--- config.mk ---
export PLATFORM = sky130hd
export DESIGN_NAME = uart_rx_os
export DESIGN_NICKNAME = d
export VERILOG_FILES = /design/src/rtl/uart_rx_os.sv
export SDC_FILE = /design/constraint.sdc
export NUM_CORES = 1
export LEC_CHECK = 0
export CORE_MARGIN = 5
export CORE_UTILIZATION = 35
export CTS_CLUSTER_DIAMETER = 30
export DETAILED_ROUTE_END_ITERATION = 10
export MAX_ROUTING_LAYER = met4
export PLACE_DENSITY = 0.62
export SLEW_MARGIN = 20
export SYNTH_ARGS = -nofsm -noshare
export SYNTH_HDL_FRONTEND = slang
export SYNTH_SLANG_ARGS = --single-unit
--- constraint.sdc ---
create_clock -name clk -period 3.9 [get_ports clk]
set_input_delay 0.585 -clock clk [delete_from_list [all_inputs] [get_ports clk]]
set_output_delay 0.585 -clock clk [all_outputs]
set_load 0.02 [all_outputs]
--- src/rtl/uart_rx_os.sv ---
// Oversampling UART receiver: 2-flop rx synchroniser, majority-vote bit
// decisions, optional parity, 1/2 stop bits, valid/ack output register
// with parity/framing/overrun flags.
module uart_rx_os #(
  parameter int DATA_BITS   = 8,
  parameter int OVERSAMPLE  = 5,
  parameter int PARITY_MODE = 0,
  parameter int STOP_BITS   = 1
) (
  input  logic                 clk,
  input  logic                 res,
  input  logic                 tick,
  input  logic                 rx,
  input  logic                 rd_ack,
  input  logic                 clr,
  output logic [DATA_BITS-1:0] data_out,
  output logic                 data_valid,
  output logic                 parity_err,
  output logic                 frame_err,
  output logic                 overrun
);

  localparam int CW   = $clog2(OVERSAMPLE + 1);
  localparam int HALF = OVERSAMPLE / 2;

  typedef enum logic [2:0] {
    S_IDLE, S_START, S_DATA, S_PARITY, S_STOP, S_WAIT_HIGH
  } state_e;

  state_e               state_q, state_d;
  logic                 meta_q, sync_q;
  logic [CW-1:0]        smp_q, smp_d;
  logic [CW-1:0]        ones_q, ones_d;
  logic [3:0]           bit_q, bit_d;
  logic [DATA_BITS-1:0] shreg_q, shreg_d;
  logic                 perr_q, perr_d;
  logic                 ferr_q, ferr_d;
  logic [DATA_BITS-1:0] dout_q, dout_d;
  logic                 dv_q, dv_d, pe_q, pe_d, fe_q, fe_d, ovr_q, ovr_d;

  logic [CW-1:0] ones_nxt;
  logic          last_smp, voted, exp_par, ferr_nxt, done;

  assign ones_nxt = ones_q + CW'(sync_q);
  assign last_smp = (smp_q == CW'(OVERSAMPLE - 1));
  assign voted    = (ones_nxt > CW'(HALF));
  // Expected parity bit: XOR of data for even, inverted for odd.
  assign exp_par  = (^shreg_q) ^ (PARITY_MODE == 2);
  assign ferr_nxt = ferr_q | ~voted;

  // Synchronise the asynchronous rx pin; idle level is high.
  always_ff @(posedge clk or negedge res) begin
    if (!res) begin
      meta_q <= 1'b1;
      sync_q <= 1'b1;
    end else begin
      meta_q <= rx;
      sync_q <= meta_q;
    end
  end

  // Receive FSM: advances only on tick, votes each bit over OVERSAMPLE samples.
  always_comb begin
    state_d = state_q;
    smp_d   = smp_q;
    ones_d  = ones_q;
    bit_d   = bit_q;
    shreg_d = shreg_q;
    perr_d  = perr_q;
    ferr_d  = ferr_q;
    done    = 1'b0;
    if (tick) begin
      if (state_q != S_IDLE && state_q != S_WAIT_HIGH) begin
        if (last_smp) begin
          smp_d  = '0;
          ones_d = '0;
        end else begin
          smp_d  = smp_q + CW'(1);
          ones_d = ones_nxt;
        end
      end
      case (state_q)
        S_IDLE: begin
          // The falling-edge tick is already sample 1 of the start bit.
          if (!sync_q) begin
            state_d = S_START;
            smp_d   = CW'(1);
            ones_d  = '0;
            bit_d   = '0;
            perr_d  = 1'b0;
            ferr_d  = 1'b0;
          end
        end
        S_START: begin
          if (last_smp) state_d = voted ? S_IDLE : S_DATA;
        end
        S_DATA: begin
          if (last_smp) begin
            shreg_d = {voted, shreg_q[DATA_BITS-1:1]};
            if (bit_q == 4'(DATA_BITS - 1)) begin
              bit_d   = '0;
              state_d = (PARITY_MODE != 0) ? S_PARITY : S_STOP;
            end else begin
              bit_d = bit_q + 4'd1;
            end
          end
        end
        S_PARITY: begin
          if (last_smp) begin
            perr_d  = (voted != exp_par);
            state_d = S_STOP;
          end
        end
        S_STOP: begin
          if (last_smp) begin
            ferr_d = ferr_nxt;
            if (bit_q == 4'(STOP_BITS - 1)) begin
              bit_d   = '0;
              done    = 1'b1;
              state_d = ferr_nxt ? S_WAIT_HIGH : S_IDLE;
            end else begin
              bit_d = bit_q + 4'd1;
            end
          end
        end
        S_WAIT_HIGH: begin
          // A held-low break line must go high before a new start is accepted.
          if (sync_q) state_d = S_IDLE;
        end
        default: state_d = S_IDLE;
      endcase
    end
  end

  // Output register: ack clears, completion loads or flags overrun, clr wins.
  always_comb begin
    dout_d = dout_q;
    dv_d   = dv_q;
    pe_d   = pe_q;
    fe_d   = fe_q;
    ovr_d  = ovr_q;
    if (dv_q && rd_ack) begin
      dv_d = 1'b0;
      pe_d = 1'b0;
      fe_d = 1'b0;
    end
    if (done) begin
      if (!dv_q || rd_ack) begin
        dout_d = shreg_q;
        dv_d   = 1'b1;
        pe_d   = perr_q;
        fe_d   = ferr_nxt;
      end else begin
        ovr_d = 1'b1;
      end
    end
    if (clr) begin
      dout_d = '0;
      dv_d   = 1'b0;
      pe_d   = 1'b0;
      fe_d   = 1'b0;
      ovr_d  = 1'b0;
    end
  end

  // State and output registers.
  always_ff @(posedge clk or negedge res) begin
    if (!res) begin
      state_q <= S_IDLE;
      smp_q   <= '0;
      ones_q  <= '0;
      bit_q   <= '0;
      shreg_q <= '0;
      perr_q  <= 1'b0;
      ferr_q  <= 1'b0;
      dout_q  <= '0;
      dv_q    <= 1'b0;
      pe_q    <= 1'b0;
      fe_q    <= 1'b0;
      ovr_q   <= 1'b0;
    end else begin
      state_q <= state_d;
      smp_q   <= smp_d;
      ones_q  <= ones_d;
      bit_q   <= bit_d;
      shreg_q <= shreg_d;
      perr_q  <= perr_d;
      ferr_q  <= ferr_d;
      dout_q  <= dout_d;
      dv_q    <= dv_d;
      pe_q    <= pe_d;
      fe_q    <= fe_d;
      ovr_q   <= ovr_d;
    end
  end

  assign data_out   = dout_q;
  assign data_valid = dv_q;
  assign parity_err = pe_q;
  assign frame_err  = fe_q;
  assign overrun    = ovr_q;

endmodule

==> impl_metrics.ini <==
[outcome]
status = finished, final reports clean

[floorplan]
ios = 18
initial_core_util = 0.356
coreArea_um2 = 5440
fp.dieArea_um2 = 7130
fp-row-count = 27
fp.dieW_um = 84.4
die_h_um = 84.4

[placed_design]
hpwl_um = 2630
post-place-ws_ns = 1.20
place_congestion = 0.853
portBuffers = 17
placedCellCount = 267

[power]
pwr_density_cell_nw_per_um2 = 624
irDropWorstVdd_mv = 0.177
total_power_w = 0.00142
power_leakage_nw = 1.02

[finish]
n_antenna_cell = 0
layout_commonest_cell = dfrtp_1
multi_input_area_um2 = 955
layout.cells.non_filler = 275
final_cell_mix = dfrtp_1, nor2_1, clkdlybuf4s50_1
fillers = 522
area_growth_pct = 17.7
finalNetCount = 214
drive_above_1_share = 0.108
regArea_um2 = 928

[global_routing]
groute.usage.overall = 0.120
antenna_found_initial = 0
grt_pass1_vias = 1362
grt_remaining_overflow = 0
grt_max_degree = 38
grt_pass1_wl_um = 6640

[clocking]
cts-root-buf = clkbuf_8
path_clk_slew_ns = 0.08
cts_tree = built
clock_path_buffers = 2
numCtsBuffers = 5
cts.sinks = 37
htreeDepth = 2
clock_latency_ns = 0.29
hold_buffers = 0
post_cts_buffers = 0
cts_resized = 0

[logic_synthesis]
syn-num-nets = 198
avgSynthCellArea_um2 = 10.4
syn_inst = 186
synth_area_um2 = 1940
synth_top_cell_by_area = dfrtp_1
synth_seq_area_share = 0.479
yosysUniqueCellTypes = 47
async_flop_share = 1.00
netlist.area_leader.share = 0.452
synth_ff_type = dfrtp_1
ys_ff_latch = 37
synthTopCellsByArea = dfrtp_1, mux2i_1, mux2_2
synth_warnings = 0
synth_edf_count = 0

[timing]
setup_ws_ns = 1.52
finalClockSkew_ns = 0.00972
period_share = 0.609
max_freq_mhz = 421
worst_pin_slew_ns = 0.832
rsz0062_at_grt = false
period_needed_ns = 2.38
setup_viol = 0
slew_headroom = 0.445
fin_hold_ws_ns = 0.359
setup-tns-final_ns = 0
maxSlewViolCount = 0
hold_viol = 0

[setup_path]
slowest_stage = clkdlybuf4s50_1
criticalPathCategory = primary input to flop
worstPathRequired_ns = 4.11
crit_family = simple AND/OR/NAND/NOR gates
rr_endpoint = frame_err
r2r_slack_ns = 1.64
worstRegToRegCells = 6
critPathMaxFanout = 10
cp.arrival_ns = 2.59
slowest_delay_ns = 0.65
timing.critical_path.buf_inv = 1
r2r-start = bit_q[0]
cp-start-kind = primary input
crit_path_end_kind = flop
worstPathCellList = clkdlybuf4s50_1, and3_1, nand4_1, o21bai_1, a21oi_1

[route]
vias = 1447
routed_via_density = 5.26
post_drt_wl_per_cell_um = 14.0
drc = 0
totalWireLength_um = 3860
drtIter0Drc = 134
dr.pass1.iters = 4
antenna_left = 0

[worst_hold_path]
hold_path_class = flop to flop
min_from = meta_q
hold_end = sync_q
whs_path_depth = 0

[run]
cap_violations = 0
## metal layers
metal	wire length, µm	part of all wire	global-route usage	vias to the layer above
li1	-	-	-	715
met1	1960	0.51	0.158	698
met2	1710	0.44	0.173	27
met3	108	0.028	0.0285	7
met4	84	0.022	0.0590	0
met5	0	0	-	-
## sequential cells by signal, summed over array words and instances, names as in the netlist
signal	flops
frame_err	1
ones_q	3
data_valid	1
shreg_q	8
sync_q	1
smp_q	3
parity_err	1
overrun	1
meta_q	1
state_q	3
ferr_q	1
data_out	8
perr_q	1
bit_q	4
## worst reg2reg max path: cells and delay by family (launching register included)
family	cells	cell delay (ns)
AND/OR/NAND/NOR	2	1.01
AO/OA/AOI/OAI	2	0.51
flip-flops	1	0.42
adder cells (fa/ha/maj)	1	0.15
buffers and inverters	1	0.09
## cell type report
class,count,share of cell area
tap,72,0.0395
clock buffer,6,0.0362
clock inverter,2,0.0165
multi-input combinational,135,0.419
inverter,6,0.00987
sequential,37,0.407
timing repair buffer,17,0.0724
## per-stage QoR
| step | util | instance area, µm² |
|---|---|---|
| final | 0.419 | 2280 |
| after floorplan | - | 1940 |
| after global placement | 0.397 | 2160 |
| after CTS | 0.419 | 2280 |
| after global routing | 0.419 | 2280 |
| after detailed placement | 0.397 | 2160 |
## logic make-up (layout without fill, tap and decap cells)
logic type / Yosys count / after routing / share of synthesized area
compound gates: 44 / 44 / 0.152
buf+inv: 14 / 31 / 0.0284
xor+xnor: 8 / 8 / 0.0433
flops: 37 / 37 / 0.479
fa+ha+maj: 7 / 7 / 0.0439
mux: 15 / 15 / 0.0820
simple gates: 61 / 61 / 0.171
## where the power goes
group	switching [W]	internal, W	leakage [nW]
Combinational	0.000258	0.000243	0.471
Clock	0.000142	0.000208	0.0574
Sequential	0.000110	0.000463	0.488
## worst max-delay path by stage
stage	start	end	slack (ns)	cells past startpoint
6_report	tick	frame_err	1.52	5
5_1_grt	bit_q[0]	frame_err	1.36	6
4_1_cts	tick	frame_err	1.51	5
3_5_place_dp	tick	frame_err	1.20	5
3_3_place_gp	tick	frame_err	1.26	5
2_1_floorplan	smp_q[0]	bit_q[2]	2.04	6
## Yosys cell counts, types with 3 or more instances
cell type	instances
o21ai_0	12
nor2_1	16
a21oi_1	11
nand2_1	10
o211ai_1	3
inv_1	6
nand4_1	3
mux2_2	7
clkbuf_1	5
mux2i_1	8
and2_1	3
a31oi_1	3
nor2b_1	3
nor3b_1	3
nand3_1	8
ha_1	6
xnor2_1	5
dfrtp_1	35
(Power assumes the default switching activity.)
